**config.mk**
```make
export PLATFORM = sky130hd
export DESIGN_NAME = clock_set_ctrl
export DESIGN_NICKNAME = d
export VERILOG_FILES = /design/src/rtl/clock_set_ctrl.sv
export SDC_FILE = /design/constraint.sdc
export NUM_CORES = 1
export LEC_CHECK = 0
export BUFFER_PORTS_ARGS = -buffer_cell sky130_fd_sc_hd__buf_4
export CORE_ASPECT_RATIO = 0.6
export CORE_UTILIZATION = 50
export CTS_CLUSTER_SIZE = 12
export DETAILED_ROUTE_END_ITERATION = 8
export PLACE_DENSITY = 0.8
export SYNTH_ARGS = -nofsm -noshare
export SYNTH_HDL_FRONTEND = slang
export SYNTH_SLANG_ARGS = --single-unit
```
**constraint.sdc**
```tcl
create_clock -name clk -period 2.9 [get_ports clk]
set_input_delay 0.29 -clock clk [delete_from_list [all_inputs] [get_ports clk]]
set_output_delay 0.29 -clock clk [all_outputs]
set_load 0.02 [all_outputs]
```
**src/rtl/clock_set_ctrl.sv**
```systemverilog
// Time-of-day controller: 1 s tick prescaler, hh/mm set FSM and counter load strobe.
// Optional alarm set/compare path enabled by defining CLK_ALARM_EN.
`timescale 1ns/1ps
module clock_set_ctrl #(
    parameter int unsigned TICK_DIV  = 50000000,
    parameter int unsigned BLINK_DIV = 25000000
) (
    input  logic       clk,
    input  logic       reset,
    input  logic       mode_btn,
    input  logic       inc_btn,
    input  logic [7:0] cur_hh,
    input  logic [7:0] cur_mm,
    output logic       ena,
    output logic       load,
    output logic [7:0] load_hh,
    output logic [7:0] load_mm,
    output logic [7:0] load_ss,
    output logic       blink,
`ifdef CLK_ALARM_EN
    output logic       alarm,
    output logic [2:0] state
`else
    output logic [1:0] state
`endif
);

    localparam int unsigned TW = (TICK_DIV > 1) ? $clog2(TICK_DIV) : 1;
    localparam int unsigned BW = (BLINK_DIV > 1) ? $clog2(BLINK_DIV) : 1;

`ifdef CLK_ALARM_EN
    typedef enum logic [2:0] {
        RUN    = 3'd0,
        SET_HH = 3'd1,
        SET_MM = 3'd2,
        COMMIT = 3'd3,
        AL_HH  = 3'd4,
        AL_MM  = 3'd5
    } state_t;
`else
    typedef enum logic [1:0] {
        RUN    = 2'd0,
        SET_HH = 2'd1,
        SET_MM = 2'd2,
        COMMIT = 2'd3
    } state_t;
`endif

    state_t        state_q, state_d;
    logic [TW-1:0] presc_q, presc_d;
    logic [BW-1:0] bcnt_q, bcnt_d;
    logic          blink_q, blink_d;
    logic          ena_q, ena_d;
    logic          load_q, load_d;
    logic [7:0]    load_hh_q, load_hh_d;
    logic [7:0]    load_mm_q, load_mm_d;
    logic [7:0]    edit_hh_q, edit_hh_d;
    logic [7:0]    edit_mm_q, edit_mm_d;
`ifdef CLK_ALARM_EN
    logic [7:0]    al_hh_q, al_hh_d;
    logic [7:0]    al_mm_q, al_mm_d;
    logic          al_on_q, al_on_d;
    logic          alarm_q, alarm_d;
`endif

    // Packed-BCD increment with wrap at max (23 for hours, 59 for minutes).
    function automatic logic [7:0] bcd_inc(input logic [7:0] v, input logic [7:0] max);
        if (v == max) begin
            return 8'h00;
        end else if (v[3:0] == 4'd9) begin
            return {v[7:4] + 4'd1, 4'd0};
        end else begin
            return {v[7:4], v[3:0] + 4'd1};
        end
    endfunction

    function automatic logic is_edit(input state_t s);
`ifdef CLK_ALARM_EN
        return (s == SET_HH) || (s == SET_MM) || (s == AL_HH) || (s == AL_MM);
`else
        return (s == SET_HH) || (s == SET_MM);
`endif
    endfunction

    always_ff @(posedge clk or negedge reset) begin
        if (!reset) begin
            state_q   <= RUN;
            presc_q   <= '0;
            bcnt_q    <= '0;
            blink_q   <= 1'b0;
            ena_q     <= 1'b0;
            load_q    <= 1'b0;
            load_hh_q <= 8'h00;
            load_mm_q <= 8'h00;
            edit_hh_q <= 8'h00;
            edit_mm_q <= 8'h00;
`ifdef CLK_ALARM_EN
            al_hh_q   <= 8'h00;
            al_mm_q   <= 8'h00;
            al_on_q   <= 1'b0;
            alarm_q   <= 1'b0;
`endif
        end else begin
            state_q   <= state_d;
            presc_q   <= presc_d;
            bcnt_q    <= bcnt_d;
            blink_q   <= blink_d;
            ena_q     <= ena_d;
            load_q    <= load_d;
            load_hh_q <= load_hh_d;
            load_mm_q <= load_mm_d;
            edit_hh_q <= edit_hh_d;
            edit_mm_q <= edit_mm_d;
`ifdef CLK_ALARM_EN
            al_hh_q   <= al_hh_d;
            al_mm_q   <= al_mm_d;
            al_on_q   <= al_on_d;
            alarm_q   <= alarm_d;
`endif
        end
    end

    always_comb begin
        state_d   = state_q;
        presc_d   = presc_q;
        bcnt_d    = bcnt_q;
        blink_d   = blink_q;
        ena_d     = 1'b0;
        load_d    = 1'b0;
        load_hh_d = load_hh_q;
        load_mm_d = load_mm_q;
        edit_hh_d = edit_hh_q;
        edit_mm_d = edit_mm_q;
`ifdef CLK_ALARM_EN
        al_hh_d   = al_hh_q;
        al_mm_d   = al_mm_q;
        al_on_d   = al_on_q;
        alarm_d   = 1'b0;
`endif

        // Button handling: mode always takes priority over inc.
        case (state_q)
            RUN: begin
                if (mode_btn) begin
`ifdef CLK_ALARM_EN
                    if (inc_btn) begin
                        state_d = AL_HH;
                    end else begin
                        edit_hh_d = cur_hh;
                        edit_mm_d = cur_mm;
                        state_d   = SET_HH;
                    end
`else
                    edit_hh_d = cur_hh;
                    edit_mm_d = cur_mm;
                    state_d   = SET_HH;
`endif
                end
`ifdef CLK_ALARM_EN
                else if (inc_btn) begin
                    al_on_d = ~al_on_q;
                end
`endif
            end
            SET_HH: begin
                if (mode_btn) begin
                    state_d = SET_MM;
                end else if (inc_btn) begin
                    edit_hh_d = bcd_inc(edit_hh_q, 8'h23);
                end
            end
            SET_MM: begin
                if (mode_btn) begin
                    state_d = COMMIT;
                end else if (inc_btn) begin
                    edit_mm_d = bcd_inc(edit_mm_q, 8'h59);
                end
            end
            COMMIT: begin
                state_d = RUN;
            end
`ifdef CLK_ALARM_EN
            AL_HH: begin
                if (mode_btn) begin
                    state_d = AL_MM;
                end else if (inc_btn) begin
                    al_hh_d = bcd_inc(al_hh_q, 8'h23);
                end
            end
            AL_MM: begin
                if (mode_btn) begin
                    state_d = RUN;
                end else if (inc_btn) begin
                    al_mm_d = bcd_inc(al_mm_q, 8'h59);
                end
            end
`endif
            default: begin
                state_d = RUN;
            end
        endcase

        // Prescaler runs only in RUN and restarts from zero after a commit.
        if (state_q == COMMIT) begin
            presc_d = '0;
        end else if (state_q == RUN) begin
            presc_d = (presc_q == TW'(TICK_DIV - 1)) ? '0 : presc_q + TW'(1);
        end
        ena_d = (state_d == RUN) && (presc_d == TW'(TICK_DIV - 1));

        // Blink restarts high on every entry into an edit state.
        if (is_edit(state_d)) begin
            if (state_d != state_q) begin
                blink_d = 1'b1;
                bcnt_d  = '0;
            end else if (bcnt_q == BW'(BLINK_DIV - 1)) begin
                blink_d = ~blink_q;
                bcnt_d  = '0;
            end else begin
                bcnt_d  = bcnt_q + BW'(1);
            end
        end else begin
            blink_d = 1'b0;
            bcnt_d  = '0;
        end

        if (state_d == COMMIT) begin
            load_d    = 1'b1;
            load_hh_d = edit_hh_q;
            load_mm_d = edit_mm_q;
        end

`ifdef CLK_ALARM_EN
        alarm_d = (state_d == RUN) && al_on_d && (cur_hh == al_hh_d) && (cur_mm == al_mm_d);
`endif
    end

    assign state   = state_q;
    assign ena     = ena_q;
    assign load    = load_q;
    assign load_hh = load_hh_q;
    assign load_mm = load_mm_q;
    assign load_ss = 8'h00;
    assign blink   = blink_q;
`ifdef CLK_ALARM_EN
    assign alarm   = alarm_q;
`endif

endmodule

```
### Word level (Yosys, flattened, before mapping)

Index checks and enable logic that the tools add are counted.

| word-level totals | value |
|---|---|
| register bits after elaboration | 88 |
| input port bits | 20 |
| output and inout bits | 29 |
| logic and storage cells | 77 |

| cells by class | value |
|---|---|
| add/sub/neg operators | 6 |
| eq/ne operators | 22 |
| muxes and demuxes | 26 |
| bitwise logic cells | 1 |
| reduce and logical (&&, ||, !) cells | 10 |

Operator list:

| operator | number |
|---|---|
| 2-to-1 mux 8 bit | 10 |
| 2-to-1 mux 26 bit | 3 |
| 2-to-1 mux 25 bit | 3 |
| == test 26 bit, second input constant | 2 |
| case mux 8 bit (2 select lines) | 2 |
| adder 26 x 1 -> 26 bit, second input constant | 1 |
| adder 25 x 1 -> 25 bit, second input constant | 1 |
| == test 25 bit, second input constant | 1 |
| adder 4 x 1 -> 4 bit, second input constant | 4 |
| != test 2 bit, second input constant | 5 |
| AND reduction 5 bit | 2 |
| == test 2 bit, second input constant | 4 |
| == test 4 bit, second input constant | 2 |
| == test 8 x 6 -> 1 bit, second input constant | 1 |
| == test 8 x 7 -> 1 bit, second input constant | 1 |
| case mux 2 bit (4 select lines) | 1 |
| AND reduction 4 bit | 2 |
| 2-to-1 mux 2 bit | 3 |
| != test 3 bit, second input constant | 2 |
| == test 2 x 1 -> 1 bit, second input constant | 2 |
| logical NOT 2 bit | 2 |
| 2-to-1 mux 1 bit | 4 |
| nonzero test 2 bit | 2 |
| != test 3 x 1 -> 1 bit, second input constant | 1 |
| 4 further kinds | 4 |

### Logic depth before layout (Yosys ltp)

| depth | value |
|---|---|
| depth after elaboration | 6 |
| mapped depth | 11 |
| gate-level depth less buffers | 9 |

### Least setup slack after synthesis

No wires, ideal clock.

| timing | value |
|---|---|
| kind | register -> register |
| start point | reg state_q[1] (netlist: state[1]) |
| end point | reg load_hh_q[0] (netlist: load_hh[0]) |
| library setup time | 0.125 ns |
| data arrival time | 2.556 ns |
| required time | 2.775 ns |
| setup slack | 0.220 ns |
| stages on the path, launching flop included | 9 |
| path buffers | 4 |
| period minus slack after synthesis | 2.680 ns |
| cells stage by stage | dfrtp_1 -> clkbuf_1 -> nand2b_1 -> clkbuf_1 -> o21ai_0 -> ha_1 -> clkbuf_1 -> buf_1 -> mux2_2 |

| between the ends | value |
|---|---|
| longest elaborated chain between the ends | 3 |
| elaborated cells between the ends (all ways) | 9 |
| those cells by class | 4 x eq/ne; 4 x mux; 1 x reduce/logical |

RTL lines:

| element | RTL line | RTL |
|---|---|---|
| from (decl) | 49 | `state_t state_q, state_d;` |
| from (signal assigned) | 104 | `state_q <= state_d;` |
| == test 2 bit, or another cell as far along | 142 | `case (state_q)` |
| case mux 2 bit (4 select lines) (*) | 142 |  |
| via state_d[1] | 49 |  |
| == test 2 bit (*) | 227 | `if (state_d == COMMIT) begin` |
| to (signal assigned) | 110 | `load_hh_q <= load_hh_d;` |
| to (decl) | 55 | `logic [7:0] load_hh_q, load_hh_d;` |

Mark *: on every way through the listed nets, which the timed path passes. The rest lies on a longest branch.
A chain may end at the register's enable or synchronous reset.

### Worst setup path in the final report

| timing | value |
|---|---|
| start point | reg state_q[1] (netlist: state[1]) |
| end point | reg ena_q (netlist: ena) |

| between the ends | value |
|---|---|
| longest elaborated chain between the ends | 5 |
| elaborated cells between the ends (all ways) | 13 |
| those cells by class | 4 x eq/ne; 6 x mux; 3 x reduce/logical |

RTL lines:

| element | RTL line | RTL |
|---|---|---|
| logical NOT 2 bit | 142, 206 |  |
| 2-to-1 mux 26 bit | 206 | `end else if (state_q == RUN) begin` |
| 2-to-1 mux 26 bit | 204 | `if (state_q == COMMIT) begin` |
| == test 26 bit | 209 | `ena_d = (state_d == RUN) && (presc_d == TW'(TICK_DIV - 1));` |
| logical AND 1 bit (*) | 209 |  |
| via ena_d | 53 | `logic ena_q, ena_d;` |
| to (signal assigned) | 108 | `ena_q <= ena_d;` |
| to (decl) | 53 |  |

Marks and branches as above.

==> metrics.txt <==
status=finished clean; switch share=0.365; asr flop ratio synth=1.00; CTS tree=yes; nets@finish=560; GRT met3 Usage=0.0660; Max Root-Sink Buffers=2; row count=26; top cells by instance count after synthesis=dfrtp_1, nor2_1, nand2_1, xor2_1, nand3_1; WL/cell=between 15 and 20 um; Starting Density=0.528; final setup margin=0.214 ns; drt via density=around 5.8; DRT iter0 DRCs=294; Yosys top cell by area=dfrtp_1; crit start category=flop; share of cells above drive strength 1=0.182; busiest metal layer after global routing=met1; crit path capture type=flop; dpl cells=628; top-count cell post-synth=dfrtp_1; buffers added on ports=40; worst slew pin tran=about 0.60 ns; insertion delay to the later sink of the worst-skew pair=~0.34 ns; leakage=~0.0024 uW; clock slew at reported path FFs=about 0.06 ns; Worst Path Required=between 3 and 4 ns; Min-Delay Path Class=in -> reg; GRT Overall Usage=0.237; net switching power=about 1600 uW; Fin Clk Skew=roughly 0.0056 ns; FF+latch count, synth=88; grt met1 use=0.347; Setup CP Type=reg -> reg; ANT nets after route=0; Setup Viol. Count Final=0; syn avg cell area=9.62 sq um; area of placed instances=5040 sq um; Reg power frac=0.410; setup TNS=0 ns; Ant. Diodes=0; cts bufs inserted=9; Die W=around 130 um; f_max=approximately 0.37 GHz; first-pass GRT wire length=approximately 18,000 um; Clk Tree Root Cell=clkbuf_16; DR pass1 iterations=6; top-area cell type share of the netlist area=0.479; Max-cap violations=0; post-CTS setup buffer count=0; VDD IR max=0.436 mV; count of cell types in the netlist=just over 50; antenna violations before repair=0; maximum number of pins on one net before global-route repair=42; vias in the first global route=between 3,000 and 4,000; total gr overflow=0; core footprint=~8700 sq um; CTS sink count=88; Rel. slew slack=0.599; critical path arrival=2.97 ns; Ports=~50; sequential share of the synthesized area=0.479; wirelength, routed=~10,000 um; Synth Flop Type=dfrtp_1; post-detail-place hpwl=~7500 um; Final period util=0.926; die area=9600 sq um; synthesized area=between 4000 and 5000 sq um; minimum clock period=around 2.7 ns; Die H=about 76 um; max-slew violations=0; Finished Layout Cells=about 650; final hold violations=0; unrepaired setup endpoints after global routing=no; H-Tree Level Count=3; pre-CTS setup slack=0.196 ns; GR Util met2=0.344; Clk pwr share=0.254; drt drc=0; pwr dens=804 nW/um^2; Area contributors post-synth=dfrtp_1, xor2_1, nor2_1; Area Growth Syn to Fin=16.1%; synth warn=0; crit path max fanout=6; part of the power in combinational logic=0.336; final RePlAce weighted congestion=between 0.9 and 1; P_int=between 2000 and 3000 uW; number of vias in the routed layout=3,720; cell count after synthesis=478; fin area=about 5300 sq um; Post-synth EDFFs=0
## cell families after synthesis
kind of cell | after synthesis | share of synthesized area
buffers and inverters | 35 | 0.0386
other | 1 | 0.000815
adders and majority gates | 12 | 0.0326
DFF | 88 | 0.479
AOI/OAI and AO/OA | 68 | 0.0876
muxes | 18 | 0.0435
xor gates and xnor gates | 44 | 0.0838
and+or+nand+nor | 212 | 0.234
## registers in the layout, indices dropped and copies added, names as in the netlist
name and cells:
edit_mm_q 8, presc_q 26, ena 1, edit_hh_q 8, load_mm 8, load 1
state 2, blink 1, bcnt_q 25, load_hh 8
## final timing paths
path / start / endpoint / slack, ns / depth (start not counted)
setup / recovery: state[1]$_DFF_PN0_ / ena$_DFF_PN0_ / 0.21 / 7
hold / removal: cur_hh[6] / edit_hh_q[6]$_DFFE_PN0P_ / 0.23 / 3
setup reg to reg: state[1]$_DFF_PN0_ / ena$_DFF_PN0_ / 0.21 / 7
hold reg to reg: bcnt_q[0]$_DFF_PN0_ / bcnt_q[0]$_DFF_PN0_ / 0.49 / 1
max in group asynchronous: reset / bcnt_q[3]$_DFF_PN0_ / 1.66 / 3
min in group asynchronous: reset / presc_q[13]$_DFF_PN0_ / 0.48 / 2
## critical path, stage by stage (launching register included)
cell and delay (ns):
dfrtp_1 0.38, or2_2 0.38, nor4_2 0.40, nand2_1 0.15, or4_1 0.46, xnor2_1 0.17
a2111oi_0 0.43, and4_1 0.26
## layer usage
layer | vias up | share of wire
li1 | 1755 | -
met2 | 153 | 0.44
met4 | 0 | 0.012
met1 | 1796 | 0.48
met5 | - | 0
met3 | 16 | 0.069
## power by group through the flow
stage | Clock, uW | Combinational [uW] | Sequential (uW)
5_1_grt | 1170 | 1590 | 1810
2_1_floorplan | 0 | 802 | 1870
6_report | 1090 | 1440 | 1760
4_1_cts | 1110 | 1440 | 1760
3_5_place_dp | 0 | 1430 | 1780
3_3_place_gp | 0 | 1370 | 1760
## what timing repair did
action	CTS	global route
endpoints found under the setup margin	0	1
gates resized for setup	0	1
hold endpoints to repair	39	0
hold buffers	1	0
## metrics by stage
step	hold WS [ns]	power, uW	utilization
finish	0.228	4300	0.613
global route	0.235	4560	0.613
CTS	0.231	4310	0.612
detailed placement	0.317	3210	0.579
global placement	0.311	3130	0.579
floorplan	-0.00559	2670	-
## layout make-up
cell class,count,area (sq um)
Fill cell,718,3380
Multi-Input combinational cell,362,2250
Sequential cell,88,2200
Timing Repair Buffer,56,423
Clock buffer,10,239
Tap cell,112,140
Clock inverter,6,43.8
Inverter,11,41.3
## layout by cell type, fill, tap and decap left out, drive strengths merged, types with 6 or more instances in the layout
| cell | count |
|---|---|
| ha | 12 |
| inv | 12 |
| o21ai | 25 |
| a21oi | 22 |
| buf | 55 |
| xor2 | 31 |
| and3 | 16 |
| dfrtp | 88 |
| nand4 | 11 |
| conb | 8 |
| nor2 | 65 |
| xnor2 | 13 |
| clkbuf | 10 |
| nor4 | 7 |
| mux2 | 16 |
| nand2 | 40 |
| and4 | 6 |
| nor3 | 10 |
| nand3 | 26 |
Power figures use the tool's default switching activity.
